### config.mk
export PLATFORM = sky130hd
export DESIGN_NAME = game_round_controller
export DESIGN_NICKNAME = d
export VERILOG_FILES = /design/src/rtl/game_pkg.sv /design/src/rtl/second_ticker.sv /design/src/rtl/game_round_controller.sv
export SDC_FILE = /design/constraint.sdc
export NUM_CORES = 1
export LEC_CHECK = 0
export BUFFER_PORTS_ARGS = -buffer_cell sky130_fd_sc_hd__buf_2
export CAP_MARGIN = 10
export CORE_MARGIN = 2
export CORE_UTILIZATION = 55
export DETAILED_ROUTE_END_ITERATION = 10
export MAX_ROUTING_LAYER = met4
export PLACE_DENSITY = 0.72
export SLEW_MARGIN = 20
export SYNTH_ARGS = -nofsm -noshare
export SYNTH_HDL_FRONTEND = slang
export SYNTH_SLANG_ARGS = --single-unit
### constraint.sdc
create_clock -name clk -period 2.7 [get_ports clk]
set_input_delay 0 -clock clk [delete_from_list [all_inputs] [get_ports clk]]
set_output_delay 0 -clock clk [all_outputs]
set_load 0.02 [all_outputs]
### src/rtl/game_pkg.sv
// rtl/game_pkg.sv - shared types and widths for the game round controller
package game_pkg;

    typedef enum logic [2:0] {
        IDLE,
        COUNTDOWN,
        PLAY,
        PAUSED,
        OVER
    } game_state_t;

    localparam int SCORE_W   = 11;
    localparam int LEVEL_W   = 2;
    localparam int MAX_LEVEL = 3;

endpackage

### src/rtl/second_ticker.sv
// rtl/second_ticker.sv - prescaler producing a one-cycle tick every TICK_CYCLES enabled cycles
module second_ticker #(
    parameter int TICK_CYCLES = 50_000_000
) (
    input  logic clk,
    input  logic reset,
    input  logic enable,
    input  logic clear,
    output logic tick
);

    localparam int CNT_W = (TICK_CYCLES > 1) ? $clog2(TICK_CYCLES) : 1;
    localparam logic [CNT_W-1:0] LAST = CNT_W'(TICK_CYCLES - 1);

    logic [CNT_W-1:0] count;

    // Tick is independent of clear so a caller can clear on the very tick it consumes.
    assign tick = enable && (count == LAST);

    always_ff @(posedge clk or posedge reset) begin
        if (reset) begin
            count <= '0;
        end else if (clear) begin
            count <= '0;
        end else if (enable) begin
            if (count == LAST) begin
                count <= '0;
            end else begin
                count <= count + 1'b1;
            end
        end
    end

endmodule

### src/rtl/game_round_controller.sv
// rtl/game_round_controller.sv - sequences countdown, play, pause and game-over for one round
module game_round_controller
    import game_pkg::*;
#(
    parameter int TICK_CYCLES = 50_000_000,
    parameter int COUNTDOWN_S = 3,
    parameter int GAME_S      = 60,
    parameter int LEVEL_STEP  = 20
) (
    input  logic               clk,
    input  logic               reset,
    input  logic               start,
    input  logic               pause,
    input  logic [SCORE_W-1:0] score,
    output logic               score_restart,
    output logic               spawn_enable,
    output logic [LEVEL_W-1:0] level,
    output logic [1:0]         countdown,
    output logic [6:0]         time_left,
    output logic               game_over,
    output logic [SCORE_W-1:0] high_score
);

    game_state_t state;
    logic [11:0] threshold;
    logic        tick;
    logic        tick_enable;
    logic        tick_clear;
    logic        level_up;

    assign tick_enable = (state == COUNTDOWN) || (state == PLAY);
    assign tick_clear  = start || ((state == COUNTDOWN) && tick && (countdown == 2'd1));
    assign level_up    = ({1'b0, score} >= threshold) && (level != LEVEL_W'(MAX_LEVEL));

    second_ticker #(
        .TICK_CYCLES(TICK_CYCLES)
    ) u_ticker (
        .clk   (clk),
        .reset (reset),
        .enable(tick_enable),
        .clear (tick_clear),
        .tick  (tick)
    );

    always_ff @(posedge clk or posedge reset) begin
        if (reset) begin
            state         <= IDLE;
            score_restart <= 1'b0;
            spawn_enable  <= 1'b0;
            level         <= '0;
            countdown     <= '0;
            time_left     <= '0;
            game_over     <= 1'b0;
            high_score    <= '0;
            threshold     <= 12'(LEVEL_STEP);
        end else begin
            score_restart <= 1'b0;
            // start outranks everything, including pause and ticks
            if (start) begin
                state         <= COUNTDOWN;
                score_restart <= 1'b1;
                spawn_enable  <= 1'b0;
                game_over     <= 1'b0;
                level         <= '0;
                threshold     <= 12'(LEVEL_STEP);
                countdown     <= 2'(COUNTDOWN_S);
                time_left     <= 7'(GAME_S);
            end else begin
                case (state)
                    IDLE: ;
                    COUNTDOWN: begin
                        if (tick) begin
                            if (countdown == 2'd1) begin
                                countdown    <= '0;
                                state        <= PLAY;
                                spawn_enable <= 1'b1;
                            end else begin
                                countdown <= countdown - 2'd1;
                            end
                        end
                    end
                    PLAY: begin
                        if (level_up) begin
                            level     <= level + 1'b1;
                            threshold <= threshold + 12'(LEVEL_STEP);
                        end
                        if (tick && (time_left == 7'd1)) begin
                            time_left    <= '0;
                            state        <= OVER;
                            spawn_enable <= 1'b0;
                            game_over    <= 1'b1;
                            high_score   <= (score > high_score) ? score : high_score;
                        end else begin
                            if (tick) begin
                                time_left <= time_left - 7'd1;
                            end
                            if (pause) begin
                                state        <= PAUSED;
                                spawn_enable <= 1'b0;
                            end
                        end
                    end
                    PAUSED: begin
                        if (pause) begin
                            state        <= PLAY;
                            spawn_enable <= 1'b1;
                        end
                    end
                    OVER: ;
                    default: state <= IDLE;
                endcase
            end
        end
    end

endmodule

# Word-level counts from Yosys, hierarchy flattened
# Cells that the tools add are included.
[word_totals]
regBits = 66
latchBits = 0
mem_bits_rw = 0
romBits = 0
wordCells = 90
n_memories = 0
[classes]
addsub = 5
multipliers = 0
div = 0
magnitude_cmp = 2
eq_ne = 13
shifts = 0
muxes = 35
bitwise = 1
reduce_logical = 24
[op_table]
columns = ["cell", "count"]
rows = [
  ["two-way mux 26 bit", 3],
  ["two-way mux 12 bit", 3],
  ["two-way mux 7 bit", 4],
  ["adder 26 x 1 -> 26 bit, second input constant", 1],
  ["equality test 26 bit, second input constant", 1],
  ["two-way mux 3 bit", 6],
  ["two-way mux 2 bit", 7],
  ["adder 12 x 5 -> 12 bit, second input constant", 1],
  [">= comparator 11 x 12 -> 1 bit", 1],
  ["case mux 3 bit (4 select lines)", 1],
  ["nonzero test 2 bit", 6],
  ["greater-than comparator 11 bit", 1],
  ["two-way mux 1 bit", 10],
  ["AND reduction 5 bit", 2],
  ["AND reduction 2 bit", 4],
  ["equality test 7 x 1 -> 1 bit, second input constant", 1],
  ["subtractor 7 x 1 -> 7 bit, second input constant", 1],
  ["equality test 3 x 2 -> 1 bit, second input constant", 2],
  ["!= test 3 bit, second input constant", 2],
  ["logical AND 1 bit", 5],
  ["!= test 4 x 3 -> 1 bit, second input constant", 1],
  ["AND reduction 4 bit", 1],
  ["nonzero test 4 bit", 1],
  ["equality test 3 x 1 -> 1 bit, second input constant", 1],
  ["other kinds (13)", 14],
]

# Logic depth before layout (Yosys ltp)
# Gate-level depths: netlist of run 1.
[depth]
depth_word = 7
depth_mapped = 9

# Hierarchy
# From an unflattened synthesis of run 1, not the netlist that was laid out.
[unflattened]
cells_unflattened = 390
hier_area_um2 = 3717.3
[by_module_without_submodules]
columns = ["mod", "instances", "cells_per_inst", "area_each_um2", "seq_area_each_um2"]
rows = [
  ["game_round_controller", 1, 240, 2311.0, 953.4],
  ["second_ticker", 1, 150, 1406.3, 650.6],
]

# Worst setup path before layout of run 1
# OpenSTA, ideal clock, no wires.
[synth_path]
path_kind = "register to register"
start = "register threshold[2]"
end = "register level[1]"
setup_ns = 0.132
arrival_time_ns = 1.948
t_required_ns = 2.568
path_slack_ns = 0.620
stages_incl_launch_ff = 10
n_path_buf = 1
period_less_slack_ns = 2.080
path_cell_list = "dfstp_2 > inv_1 > ha_1 > o211ai_1 > a21oi_1 > nand4b_1 > nand2_1 > clkbuf_1 > mux2i_1 > nor2_1"
[synth_between]
elab_chain_cells = 4
[synth_lines]
columns = ["item", "line_no", "rtl"]
rows = [
  ["from (decl)", "game_round_controller.sv:25", "logic [11:0] threshold;"],
  ["from (signal assigned)", "game_round_controller.sv:55", "threshold <= 12'(LEVEL_STEP);"],
  ["from (signal assigned)", "game_round_controller.sv:65", "threshold <= 12'(LEVEL_STEP);"],
  ["from (signal assigned)", "game_round_controller.sv:85", "threshold <= threshold + 12'(LEVEL_STEP);"],
  [">= comparator 11 x 12 -> 1 bit", "game_round_controller.sv:33", "assign level_up = ({1'b0, score} >= threshold) && (level != LEVEL_W'(MAX_LEVEL));"],
  ["logical AND 1 bit", "game_round_controller.sv:33", ""],
  ["nonzero test 2 bit (no line)", "n/a", ""],
  ["AND reduction 2 bit (no line)", "n/a", ""],
  ["to (signal assigned)", "game_round_controller.sv:84", "level <= level + 1'b1;"],
  ["to (decl)", "game_round_controller.sv:17", "output logic [LEVEL_W-1:0] level,"],
]
# No other way between the ends.
# A chain may end at the register's enable or synchronous reset.

# Worst setup path in the final report of run 1
[layout_path]
start = "register u_ticker.count[16]"
end = "register u_ticker.count[24]"
[layout_between]
elab_chain_cells = 6
elab_cells_between_ends = 10
classes_between = "add/sub: 1; eq/ne: 1; mux: 3; reduce/logical: 5"
[layout_lines]
columns = ["item", "line_no", "rtl"]
rows = [
  ["from (decl)", "second_ticker.sv:15", "logic [CNT_W-1:0] count;"],
  ["from (signal assigned)", "second_ticker.sv:29", "count <= count + 1'b1;"],
  ["branches (longest 6 deep; another with adder 26 x 1 -> 26 bit)", "n/a", ""],
]
# Several ways; the timed one is not identified. The select of a mux whose other input is x is not followed.

==> run summary, run 1 <==
The shortest clock period the worst path allows after layout is 2.370 ns. The H-tree generated during clock tree synthesis spans 3 levels. The total power divided by cell area came out at 435.6 nW/µm². OpenSTA, run right after detailed placement, puts the worst setup slack at 0.3660 ns. Along the worst path, the maximum fanout reaches 17. The first global-routing pass estimated 14400 µm of wire.

For the pin with the worst max-slew slack, the measured transition is 0.9188 ns. The initial standard-cell utilization of the core is 57.03%. The cell family contributing the most delay on the critical path is simple AND/OR/NAND/NOR gates. The worst setup path is captured at a flop.

The worst setup path is of the reg2reg kind. After clock tree synthesis, the setup repair step added 0 buffers. Buffers placed on the I/O ports in this run total 39. The run gives 3875 µm² as the post-synthesis instance area. Walking the worst path, the cells encountered are nand4bb_1 > or4_4 > o41ai_2 > buf_4 > nor2_1. Hold timing on the final database bottoms out at a slack of 0.09793 ns. STA puts the critical path data arrival time at 2.58 ns. The via count of the first global-routing pass was 3055; the clock sink count was 64. After clock tree synthesis, the clock-pin slew on the worst setup and hold paths is 0.06 ns. Dividing the detail-routed wire length by the instance count gives 15.26 µm. The net count of the finished layout is 493.

The flip-flop cell with the highest count after synthesis is dfrtp_1. After detailed routing, the number of vias per cell comes to 5.641. Worst hold-check path type: in2reg. The commonest cells after synthesis are dfrtp_1, nor2_1, inv_1, nand2_1. Setup repair after global routing left no endpoint under its margin.

The share of total power dissipated in combinational logic is 6.6%. Synthesized flop and latch total: 64. Entering global routing, the biggest net connects 45 pins. Final cycle utilization of the critical path: 87.76%. The number of standard cells in the final layout excluding fillers is 552, and the chip height is 87.94 µm. The count of endpoints failing hold in the final timing report is 0. Dominant cell type by area after synthesis: dfrtp_1. Global routing finished with a remaining overflow of 0. After layout, the design draws a total of 1.952 mW.

TritonCTS built the clock tree. Clock power share: 43.6%. When the netlist entered floorplanning its net count stood at 437. Measured along the x axis, the die boundary spans 87.94 µm. The total inserted antenna cells is 0.

The number of unique standard cell types used by synthesis was 57; the area fraction of the dominant cell type after synthesis was 40.04%. The cell sitting at the root of the clock tree is a clkbuf_8. The share of post-route cells with drive strength above 1 works out to 19.96%. The worst path meets setup with 0.3305 ns of slack.

The run finished with clean final reports. STA classifies the critical path startpoint as a flop. The cell with the most instances after synthesis is dfrtp_1.

By area the synthesized netlist is led by dfrtp_1, ha_1, mux2_4. In this run the power spent charging and discharging nets is 0.4412 mW. The logs give 30 for the number of standard-cell rows in the floorplan and 0 for the DRC violations left. The worst endpoint required time came out at 2.91 ns.

The switching part of the total power is 22.60%, and the warning count from the yosys run is 0. The count of vias placed by the detailed router was 3114. The post-route antenna net violation count is 0, and the number of setup violations in the final report is 0. Counting every instance in the synthesized netlist gives 396.

The half-perimeter wire length of the detailed placement result is 6084 µm. For this run, the total global-route usage over all layers was measured as 24.77%. The count of boundary I/O pins came out at 40.

Post-CTS repair changed the size of 0 cells. A synthesized cell averages 9.785 µm². In the synthesized netlist the async set-or-reset flop fraction comes to 100.0%. Power share of the sequential group: 49.8%.

The die covers 7733 µm². For the number of antenna violations at the first check in global routing, the log shows 0. The total instance count after detailed placement was 524.

The congestion estimate from routability-driven global placement came to 0.9106. In this run the deepest clock path goes through 2 buffers. For this block, the routed nets add up to 8425 µm of wire. The area of the placeable core is 6794 µm², and the headroom to the max-slew limit is 38.66%. The clock latency reported for the late side of the worst-skew pair was 0.34 ns; the number of buffers inserted during clock tree synthesis was 9. The first routing iteration left 145 violations. The leakage power is 1.990 nW. For this design, the slowest cell found on the critical path is o41ai_2.

The tools report the first-pass iteration count of the detailed router as 4. The area added between synthesis and finish was 15.66%; the number of max-slew violations in the final report was 0. Number of buffers and inverters on the critical path: 1. Fraction of the yosys area taken by sequential cells: 41.39%. The internal power of the cells was 1.511 mW; the sum of negative setup slack was 0 ns.

In this design, the stage delay of the slowest critical-path cell is 0.61 ns. For this run, the top clock speed supported by timing is 422.0 MHz. The count of flip-flops with a built-in enable after synthesis is 0, and the final worst clock skew is 0.01285 ns.

The number of hold buffers added after CTS was 13. Maximum VDD drop: 0.3795 mV. Across the run, the number of max-cap violations was 0.
-- area by class of cell --
type,count,area (µm²)
tap,96,120.1
sequential,64,1604
fill,536,2312
inverter,30,112.6
clock buffer,12,165.2
clock inverter,3,40.04
multi-input combinational,289,2069
timing repair buffer,58,370.4
-- final timing paths --
check / end / slack [ns] / cells after the start / from
hold / removal: score_restart$_DFF_PP0_ / 0.1 / 1 / start
setup / recovery: u_ticker.count[24]$_DFFE_PP0P_ / 0.33 / 5 / u_ticker.count[16]$_DFFE_PP0P_
setup reg to reg: u_ticker.count[24]$_DFFE_PP0P_ / 0.33 / 5 / u_ticker.count[16]$_DFFE_PP0P_
min in group asynchronous: high_score[0]$_DFFE_PP0P_ / 0.42 / 3 / reset
hold reg to reg: threshold[11]$_DFFE_PP0P_ / 0.49 / 2 / threshold[11]$_DFFE_PP0P_
max in group asynchronous: u_ticker.count[18]$_DFFE_PP0P_ / 1.56 / 4 / reset
-- metrics by stage --
step,cell area [µm²],utilization (%)
2_1_floorplan,3875,-
3_3_place_gp,4146,61.03
3_5_place_dp,4146,61.03
4_1_cts,4482,65.97
5_1_grt,4482,65.97
6_report,4482,65.97
-- routing by layer --
metal  global-route usage [%]  vias to the layer above  wire (µm)
met5                        -                        -          0
met4                    9.650                        0        136
met3                    3.959                       14        404
met2                    37.95                       74       3875
met1                    33.03                     1501       4009
li1                         -                     1525          -
-- kinds of logic after synthesis --
group / share of synthesized area (%)
AOI/OAI and AO/OA: 10.53
xor gates and xnor gates: 6.103
DFF: 41.39
buffers and inverters: 5.199
adders and majority gates: 8.395
muxes: 5.198
and+or+nand+nor: 23.18
-- sequential cells by signal, indices dropped and copies added, names as in the netlist --
register	count
level	2
spawn_enable	1
game_over	1
u_ticker.count	26
countdown	2
score_restart	1
threshold	10
state	3
time_left	7
high_score	11
-- cells in the final DEF, fill, tap and decap left out, drive strengths merged, types with 14 or more instances in the layout --
cell / count
a21oi: 26
buf: 45
dfrtp: 62
ha: 26
inv: 30
nand2: 29
nand3: 19
nor2: 41
o21ai: 15
xnor2: 14
-- power by group through the flow --
stage	Sequential, mW	Clock (mW)	Combinational, mW
floorplan	0.993	0	0.0711
global placement	0.990	0	0.111
detailed placement	0.990	0	0.116
CTS	0.972	0.873	0.132
global route	0.972	0.918	0.148
finish	0.972	0.851	0.129
No activity file was read; power rests on OpenSTA's default activity.
==> run 2: changes to the inputs <==
Settings changed: ABC_AREA set to 1, REMOVE_ABC_BUFFERS set to 1.
==> run summary, run 2 <==
The count of vias placed by the detailed router came out at 3636 (was 3114). The detail-routed net length per standard cell is 13.37 µm (was 15.26 µm), and the maximum VDD drop is 0.5379 mV (was 0.3795 mV). Largest registers in the final layout: u_ticker.count (26), high_score (11), threshold (10) (unchanged).

The run gives 4677 µm² (was 4482 µm²) as the cell area after layout. The DRC violations left is 0 (unchanged), and the number of max-slew violations in the final report is 0 (unchanged). The clock sink count was 64 (unchanged).

The flip-flop cell with the highest count after synthesis is dfrtp_1 (unchanged). The first-pass iteration count of the detailed router is 5 (was 4), and the final cycle utilization of the critical path is 81.04% (was 87.76%). Number of setup violations in the final report: 0 (unchanged).

The average cell area after synthesis was 7.531 µm² (was 9.785 µm²); the share of post-route cells with drive strength above 1 was 13.74% (was 19.96%). The area added between synthesis and finish was 16.09% (was 15.66%); the total inserted antenna cells was 0 (unchanged). The cell depth of the worst setup path works out to 9 (was 5). The path depth of the worst reg2reg path was 9 (was 5). Most flop-heavy register: u_ticker.count (unchanged).

The critical path start-end classification was reg2reg (unchanged). The worst endpoint required time was 2.94 ns (was 2.91 ns). TritonCTS built the clock tree.

The area of the placeable core was 7176 µm² (was 6794 µm²); the number of buffers inserted during clock tree synthesis was 9 (unchanged). Setup repair after global routing left no endpoint under its margin. The via count of the first global-routing pass is 3450 (was 3055), and the warning count from the yosys run is 0 (unchanged).

The clock root buffer is clkbuf_8 (unchanged). Number of fillers in the final layout: 645 (was 536). For the cell area after placement, the log shows 4315 µm² (was 4146 µm²). The worst setup slack for register-to-register paths was 0.51 ns (was 0.33 ns); the sum of negative setup slack was 0 ns (unchanged).

The cell at the slowest stage of the critical path was nand4_1 (was o41ai_2). Among the stages of the critical path, the cell type that occurs most often is nand2_1. The number of port buffers works out to 39 (unchanged). The startpoint of the most critical setup path was high_score[10]$_DFFE_PP0P_ (was u_ticker.count[16]$_DFFE_PP0P_). The cell with the most instances after synthesis is nand2_1 (was dfrtp_1). Maximum fanout encountered on the critical timing path: 12 (was 17). Leading cell types by count after synthesis: nand2_1, inv_1, dfrtp_1, nor2_1, o21ai_0 (was dfrtp_1, nor2_1, inv_1, nand2_1). The run gives 15680 µm (was 14400 µm) as the global-route wire length before repair. Startpoint kind of the worst setup timing path: a flop (unchanged). The area fraction of the dominant cell type after synthesis works out to 38.51% (was 40.04%). The synthesized flop and latch total was 64 (unchanged). The most frequent standard cell in the layout excluding fill and tap cells was nand2_1 (was dfrtp_1). The cell count after synthesis is 535 (was 396). Ordered list of cells on the worst path: inv_1 > ha_1 > nand4_1 > nor3_1 > nand2_1 > nand4_1 > nand3_2 > nand2_1 > nand2_1 (was nand4bb_1 > or4_4 > o41ai_2 > buf_4 > nor2_1). The run gives 0 (unchanged) as the overflow left after global routing. The buffer levels on the longest clock path came out at 2 (unchanged).

For the clock latency reported for the late side of the worst-skew pair, the log shows 0.35 ns (was 0.34 ns). The chip height is 89.59 µm (was 87.94 µm), and the number of buffers and inverters on the critical path is 1 (unchanged). The final worst clock skew is 0.01128 ns (was 0.01285 ns). Overall global routing resource usage: 26.07% (was 24.77%). Reg-to-reg critical path endpoint: high_score[4]$_DFFE_PP0P_ (was u_ticker.count[24]$_DFFE_PP0P_).

The tools report the count of boundary I/O pins as 40 (unchanged). The headroom to the max-slew limit was 62.66% (was 38.66%). The detailed router's first-iteration violation count was 131 (was 145); the routed wire length was 9307 µm (was 8425 µm).

The worst hold-check path type is in2async (was in2reg). The tools report the leakage power as 2.243 nW (was 1.990 nW). The worst setup path endpoint is high_score[4]$_DFFE_PP0P_ (was u_ticker.count[24]$_DFFE_PP0P_).

The tools report the startpoint of the most critical register-to-register path as high_score[10]$_DFFE_PP0P_ (was u_ticker.count[16]$_DFFE_PP0P_). The run gives 39.81% (was 41.39%) as the fraction of the yosys area taken by sequential cells. The count of endpoints failing hold in the final timing report was 0 (unchanged).

The via-per-instance ratio was 5.224 (was 5.641). The largest net degree at the start of global routing was 31 (was 45); the number of antenna violations at the first check in global routing was 0 (unchanged). The setup fix buffers added after clock tree synthesis was 0 (unchanged); the flip-flop count of the largest register after layout was 26 (unchanged). The shortest clock period the worst path allows after layout was 2.188 ns (was 2.370 ns).

The tools report the sum of internal, switching and leakage power as 2.696 mW (was 1.952 mW). The width of the die came out at 89.59 µm (was 87.94 µm). Dominant cell type by area after synthesis: dfrtp_1 (unchanged).

The count of flip-flops with a built-in enable after synthesis is 0 (unchanged), and the depth of the CTS H-tree is 3 (unchanged). The total power divided by cell area was 576.5 nW/µm² (was 435.6 nW/µm²); the number of unique standard cell types used by synthesis was 32 (was 57). The delay of the slowest cell on the worst path came out at 0.38 ns (was 0.61 ns). The logs give 2.43 ns (was 2.58 ns) for the arrival time reported for the critical path endpoint and 6890 µm (was 6084 µm) for the half-perimeter wire length of the detailed placement result. For the initial standard-cell utilization of the core, the log shows 56.15% (was 57.03%). The transition at the pin with the smallest max-transition slack came out at 0.5585 ns (was 0.9188 ns). Ranking of synthesized cells by area: dfrtp_1, nand2_1, ha_1 (was dfrtp_1, ha_1, mux2_4).

Post-cts repair resize count: 0 (unchanged). The gate family responsible for the most delay along the worst path is simple AND/OR/NAND/NOR gates (unchanged). Async set-or-reset flop fraction in the synthesized netlist: 100.0% (unchanged). The post-synthesis instance area came out at 4029 µm² (was 3875 µm²). The number of standard-cell rows in the floorplan came out at 31 (was 30). The clock-pin slew reported for the worst setup and hold paths after clock tree synthesis was 0.07 ns (was 0.06 ns). Top library cells by usage in the layout, fill and taps aside: nand2_1, inv_1, dfrtp_1 (was dfrtp_1, nor2_1, buf_2). The number of max-capacitance violations reported is 0 (unchanged), and the routability congestion estimate from global placement is 0.9009 (was 0.9106).

The flow ran to the end, and the final reports show no timing, DRC or antenna violations. Type of destination of the critical path: a flop (unchanged). The tools report the area of the die as 8025 µm² (was 7733 µm²).

The fmax is 457.0 MHz (was 422.0 MHz), and the post-route antenna net violation count is 0 (unchanged). The total number of nets in the final design was 633 (was 493).
-- run 2: cell count changes after synthesis, sizes merged, moves of 11 or more --
cell	delta
nand2	+116
inv	+44
o21ai	+22
nand3	+16
nand4	+14
nor2	+14
xnor2	-12
mux2	-11
-- run 2: stage by stage --
step	hold WS [ns]	setup WS [ns]	utilization [%]	instances
after floorplan	0.03143	0.7869	-	525
after global placement	0.06994	0.6501	60.14	666
after detailed placement	0.07910	0.5724	60.14	666
after CTS	0.2356	0.5487	65.18	696
after global routing	0.2948	0.2652	65.18	696
final	0.2265	0.5118	65.18	696
-- run 2: worst min-delay path by stage --
stage	from	to	slack, ns	cells after the start
2_1_floorplan	start	score_restart$_DFF_PP0_	0.03	0
3_3_place_gp	reset	u_ticker.count[9]$_DFFE_PP0P_	0.07	2
3_5_place_dp	reset	u_ticker.count[9]$_DFFE_PP0P_	0.08	2
4_1_cts	reset	u_ticker.count[13]$_DFFE_PP0P_	0.24	3
5_1_grt	reset	u_ticker.count[13]$_DFFE_PP0P_	0.29	3
6_report	reset	u_ticker.count[21]$_DFFE_PP0P_	0.23	3
-- run 2: worst min-delay path: cells and delay by family --
kind     cells  cell delay [ns]
buf+inv      3             1.03
-- run 2: cell families (layout without fill, tap and decap cells) --
family	count (synthesis)	in the layout	share of synthesized area, %
XOR/XNOR	12	12	2.609
adder cells (fa/ha/maj)	26	26	8.074
buffers and inverters	85	147	8.354
AO/OA/AOI/OAI	78	78	10.34
AND/OR/NAND/NOR	270	270	30.81
flip-flops	64	64	39.81
-- run 2: cell type report --
cell class | count | area [µm²] | share of cell area, %
flip-flops and latches | 64 | 1604 | 34.30
inverters | 75 | 281.5 | 6.019
repair buffers | 56 | 357.8 | 7.651
clock inverters | 6 | 93.84 | 2.006
clock buffers | 10 | 127.6 | 2.729
multi-input cells | 386 | 2088 | 44.65
well taps | 99 | 123.9 | 2.648
-- run 2: power breakdown --
part           total, mW  internal [mW]  switching (mW)
registers           1.12           1.04          0.0763
clock network      0.920          0.524           0.396
logic              0.657          0.219           0.437
total               2.70           1.79           0.909
-- run 2: timing repair --
item                                    4_1_cts  5_1_grt
hold endpoints to repair                     39        0
endpoints found under the setup margin        0        0
hold buffers                                 14        0
-- run 2: routing by layer --
| metal | share of wire, % | vias up | global-route usage, % | wire length [µm] |
|---|---|---|---|---|
| li1 | - | 1864 | - | - |
| met5 | 0 | - | - | 0 |
| met2 | 48 | 57 | 40.57 | 4484 |
| met4 | 0.63 | 0 | 6.242 | 59 |
| met3 | 3.3 | 6 | 6.581 | 305 |
| met1 | 48 | 1709 | 34.41 | 4458 |
==> run 3: changes to the inputs <==
Settings changed: CORE_UTILIZATION 55 to 54, PLACE_DENSITY 0.72 to 0.74.
Clock period 2.7 ns to 1.8 ns, I/O delays scaled along.
==> run summary, run 3 (same netlist as run 2, synthesis figures left out) <==
The logs give 5201 µm² (was 4677 µm²) for the cell area after layout and 0.005161 ns (was 0.01128 ns) for the final worst clock skew. The worst hold-check path type was in2reg (was in2async). The met3 layer wire length in the routed design came out at 503 µm (was 305 µm). The global-route wire length before repair was 16440 µm (was 15680 µm); the post-route met1 wirelength was 4521 µm (was 4458 µm). The clock root buffer is clkbuf_8 (unchanged). The logs give 2238 µm² (was 2088 µm²) for the area occupied by multi-input gates and -0.1586 ns (was 0.5118 ns) for the worst setup margin. The DRC violations left is 0 (unchanged).

The run gives 557 (was 645) as the number of fillers in the final layout. For the total instance count after detailed placement, the log shows 692 (was 666). The number of buffers inserted during clock tree synthesis came out at 9 (unchanged).

For the count of endpoints failing hold in the final timing report, the log shows 0 (unchanged). For the sum of internal, switching and leakage power, the log shows 4.269 mW (was 2.696 mW). Most frequent standard cell in the layout excluding fill and tap cells: nand2_1 (unchanged). Leakage power: 2.515 nW (was 2.243 nW). Total power divided by cell area: 820.8 nW/µm² (was 576.5 nW/µm²). The flip-flop count of the largest register after layout is 26 (unchanged), and the overflow left after global routing is 0 (unchanged).

The headroom to the max-slew limit is 68.09% (was 62.66%), and the via-per-instance ratio is 5.397 (was 5.224). The run gives 510.6 MHz (was 457.0 MHz) as the fmax. The run gives 0.7837 mV (was 0.5379 mV) as the maximum VDD drop. The number of max-slew violations in the final report is 0 (unchanged), and the width of the die is 90.38 µm (was 89.59 µm).

Largest registers in the final layout: u_ticker.count (26), high_score (11), threshold (10) (unchanged). The run gives 31 (unchanged) as the number of standard-cell rows in the floorplan. The run gives 4511 µm² (was 4315 µm²) as the cell area after placement. The area added between synthesis and finish is 29.10% (was 16.09%), and the half-perimeter wire length of the detailed placement result is 6954 µm (was 6890 µm). Setup repair after global routing could not meet its margin everywhere. The largest net degree at the start of global routing was 38 (was 31); the overall global routing resource usage was 25.21% (was 26.07%). Startpoint kind of the worst setup timing path: a flop (unchanged).

The uppermost metal layer occupied by signal nets was met4 (unchanged). The logs give 40 (unchanged) for the count of boundary I/O pins and 282 (was 131) for the detailed router's first-iteration violation count. For the count of vias placed by the detailed router, the log shows 4015 (was 3636).

The chip height is 90.38 µm (was 89.59 µm), and the sequential cell area is 1604 µm² (unchanged). The number of setup violations in the final report is 11 (was 0), and the share of post-route cells with drive strength above 1 is 25.43% (was 13.74%). Top library cells by usage in the layout, fill and taps aside: nand2_1, inv_1, dfrtp_1 (unchanged). The tools report the post-placement worst setup slack as 0.0009871 ns (was 0.5724 ns). The detail-routed net length per standard cell was 13.89 µm (was 13.37 µm); the maximum fanout encountered on the critical timing path was 6 (was 12). The tools report the met2 layer wire length in the routed design as 4969 µm (was 4484 µm).

The transition at the pin with the smallest max-transition slack works out to 0.4786 ns (was 0.5585 ns). The total number of nets in the final design is 681 (was 633), and the buffer levels on the longest clock path is 2 (unchanged). For the routed wire length, the log shows 10330 µm (was 9307 µm). The final cycle utilization of the critical path is 108.8% (was 81.04%). The run finished, with violations left. Clock-pin slew reported for the worst setup and hold paths after clock tree synthesis: 0.07 ns (about the same). The total inserted antenna cells came out at 0 (unchanged). The critical path start-end classification is reg2reg (unchanged). The tools report the type of destination of the critical path as a flop (unchanged). Area of the die: 8168 µm² (was 8025 µm²). TritonCTS built the clock tree.

The first-pass iteration count of the detailed router is 5 (unchanged), and the post-route antenna net violation count is 0 (unchanged). The checks that failed: negative setup slack. The clock sink count is 64 (unchanged), and the worst endpoint required time is 2.03 ns (was 2.94 ns).

The number of antenna violations at the first check in global routing is 0 (unchanged), and the number of port buffers is 39 (unchanged). The tools report the routability congestion estimate from global placement as 0.8973 (was 0.9009). The arrival time reported for the critical path endpoint came out at 2.18 ns (was 2.43 ns). The tools report the initial standard-cell utilization of the core as 55.55% (was 56.15%). The most flop-heavy register is u_ticker.count (unchanged). Number of standard cells in the final layout excluding fillers: 744 (was 696). The logs give 0.34 ns (was 0.35 ns) for the clock latency reported for the late side of the worst-skew pair and 0 (unchanged) for the number of max-capacitance violations reported. The shortest clock period the worst path allows after layout is 1.959 ns (was 2.188 ns), and the area of the placeable core is 7253 µm² (was 7176 µm²). Via count of the first global-routing pass: 3675 (was 3450). Depth of the CTS H-tree: 3 (unchanged).
==> run 3: cell count changes in the layout (fill, tap and decap cells not counted), moves of 4 or more <==
cell      previous run  this run
inv_1               70        63
nand2_2              4        12
ha_1                26        22
inv_2                4        10
clkbuf_8             9        13
buf_6                0         4
nand2_1            141       132
buf_4                3        46
nor2_1              47        43
==> run 3: worst paths after layout <==
| kind | start | endpoint | slack, ns | cells past startpoint |
|---|---|---|---|---|
| worst max register to register | high_score[7]$_DFFE_PP0P_ | high_score[9]$_DFFE_PP0P_ | -0.16 | 10 |
| worst max-delay path | high_score[7]$_DFFE_PP0P_ | high_score[9]$_DFFE_PP0P_ | -0.16 | 10 |
| worst min register to register | spawn_enable$_DFFE_PP0P_ | spawn_enable$_DFFE_PP0P_ | 0.49 | 2 |
| worst min-delay path | pause | state[1]$_DFFE_PP0P_ | 0.03 | 5 |
| min in group asynchronous | reset | high_score[8]$_DFFE_PP0P_ | 0.30 | 4 |
| max in group asynchronous | reset | time_left[5]$_DFFE_PP0P_ | 1.11 | 4 |
==> run 3: metrics by stage <==
stage	utilization, %	hold slack [ns]	setup TNS (ns)
floorplan	-	0.03143	-1.244
global placement	62.19	0.08854	0
detailed placement	62.19	0.09143	0
CTS	67.09	0.02752	0
global route	71.71	0.09533	-2.184
finish	71.71	0.03316	-1.126
==> run 3: what timing repair did <==
item	4_1_cts	5_1_grt
gates resized for setup	1	49
endpoints found under the hold margin	76	0
endpoints found under the setup margin	2	58
hold buffers	13	0
cloned	0	2
pin swaps	0	12
setup buffers	0	21
==> run 3: report_power, final <==
part           internal [mW]  switching [mW]  total, mW
Sequential              1.57           0.105       1.67
Clock                  0.790           0.542       1.33
Combinational          0.514           0.752       1.27
==> run 3: critical path, cell delays in order (launching register included) <==
cell and delay [ns]:
dfrtp_1 0.39, inv_1 0.07, ha_1 0.30, nand4_1 0.14, nor3_2 0.23, nand2_1 0.10
nand4_1 0.14, buf_4 0.16, nand3_4 0.13, nand2_1 0.12, nand2_1 0.06
==> run 3: area by class of cell <==
type | instances | area share [%]
Multi-Input combinational cell | 387 | 43.04
Sequential cell | 64 | 30.84
Tap cell | 99 | 2.382
Clock buffer | 14 | 3.512
Timing Repair Buffer | 103 | 14.05
Clock inverter | 2 | 0.6736
Inverter | 75 | 5.509
==> run 3: per-layer routing <==
layer / track usage (%) / vias to the layer above
li1: - / 1970
met1: 32.46 / 1903
met2: 40.29 / 114
met3: 4.007 / 28
met4: 9.872 / 0
met5: - / -
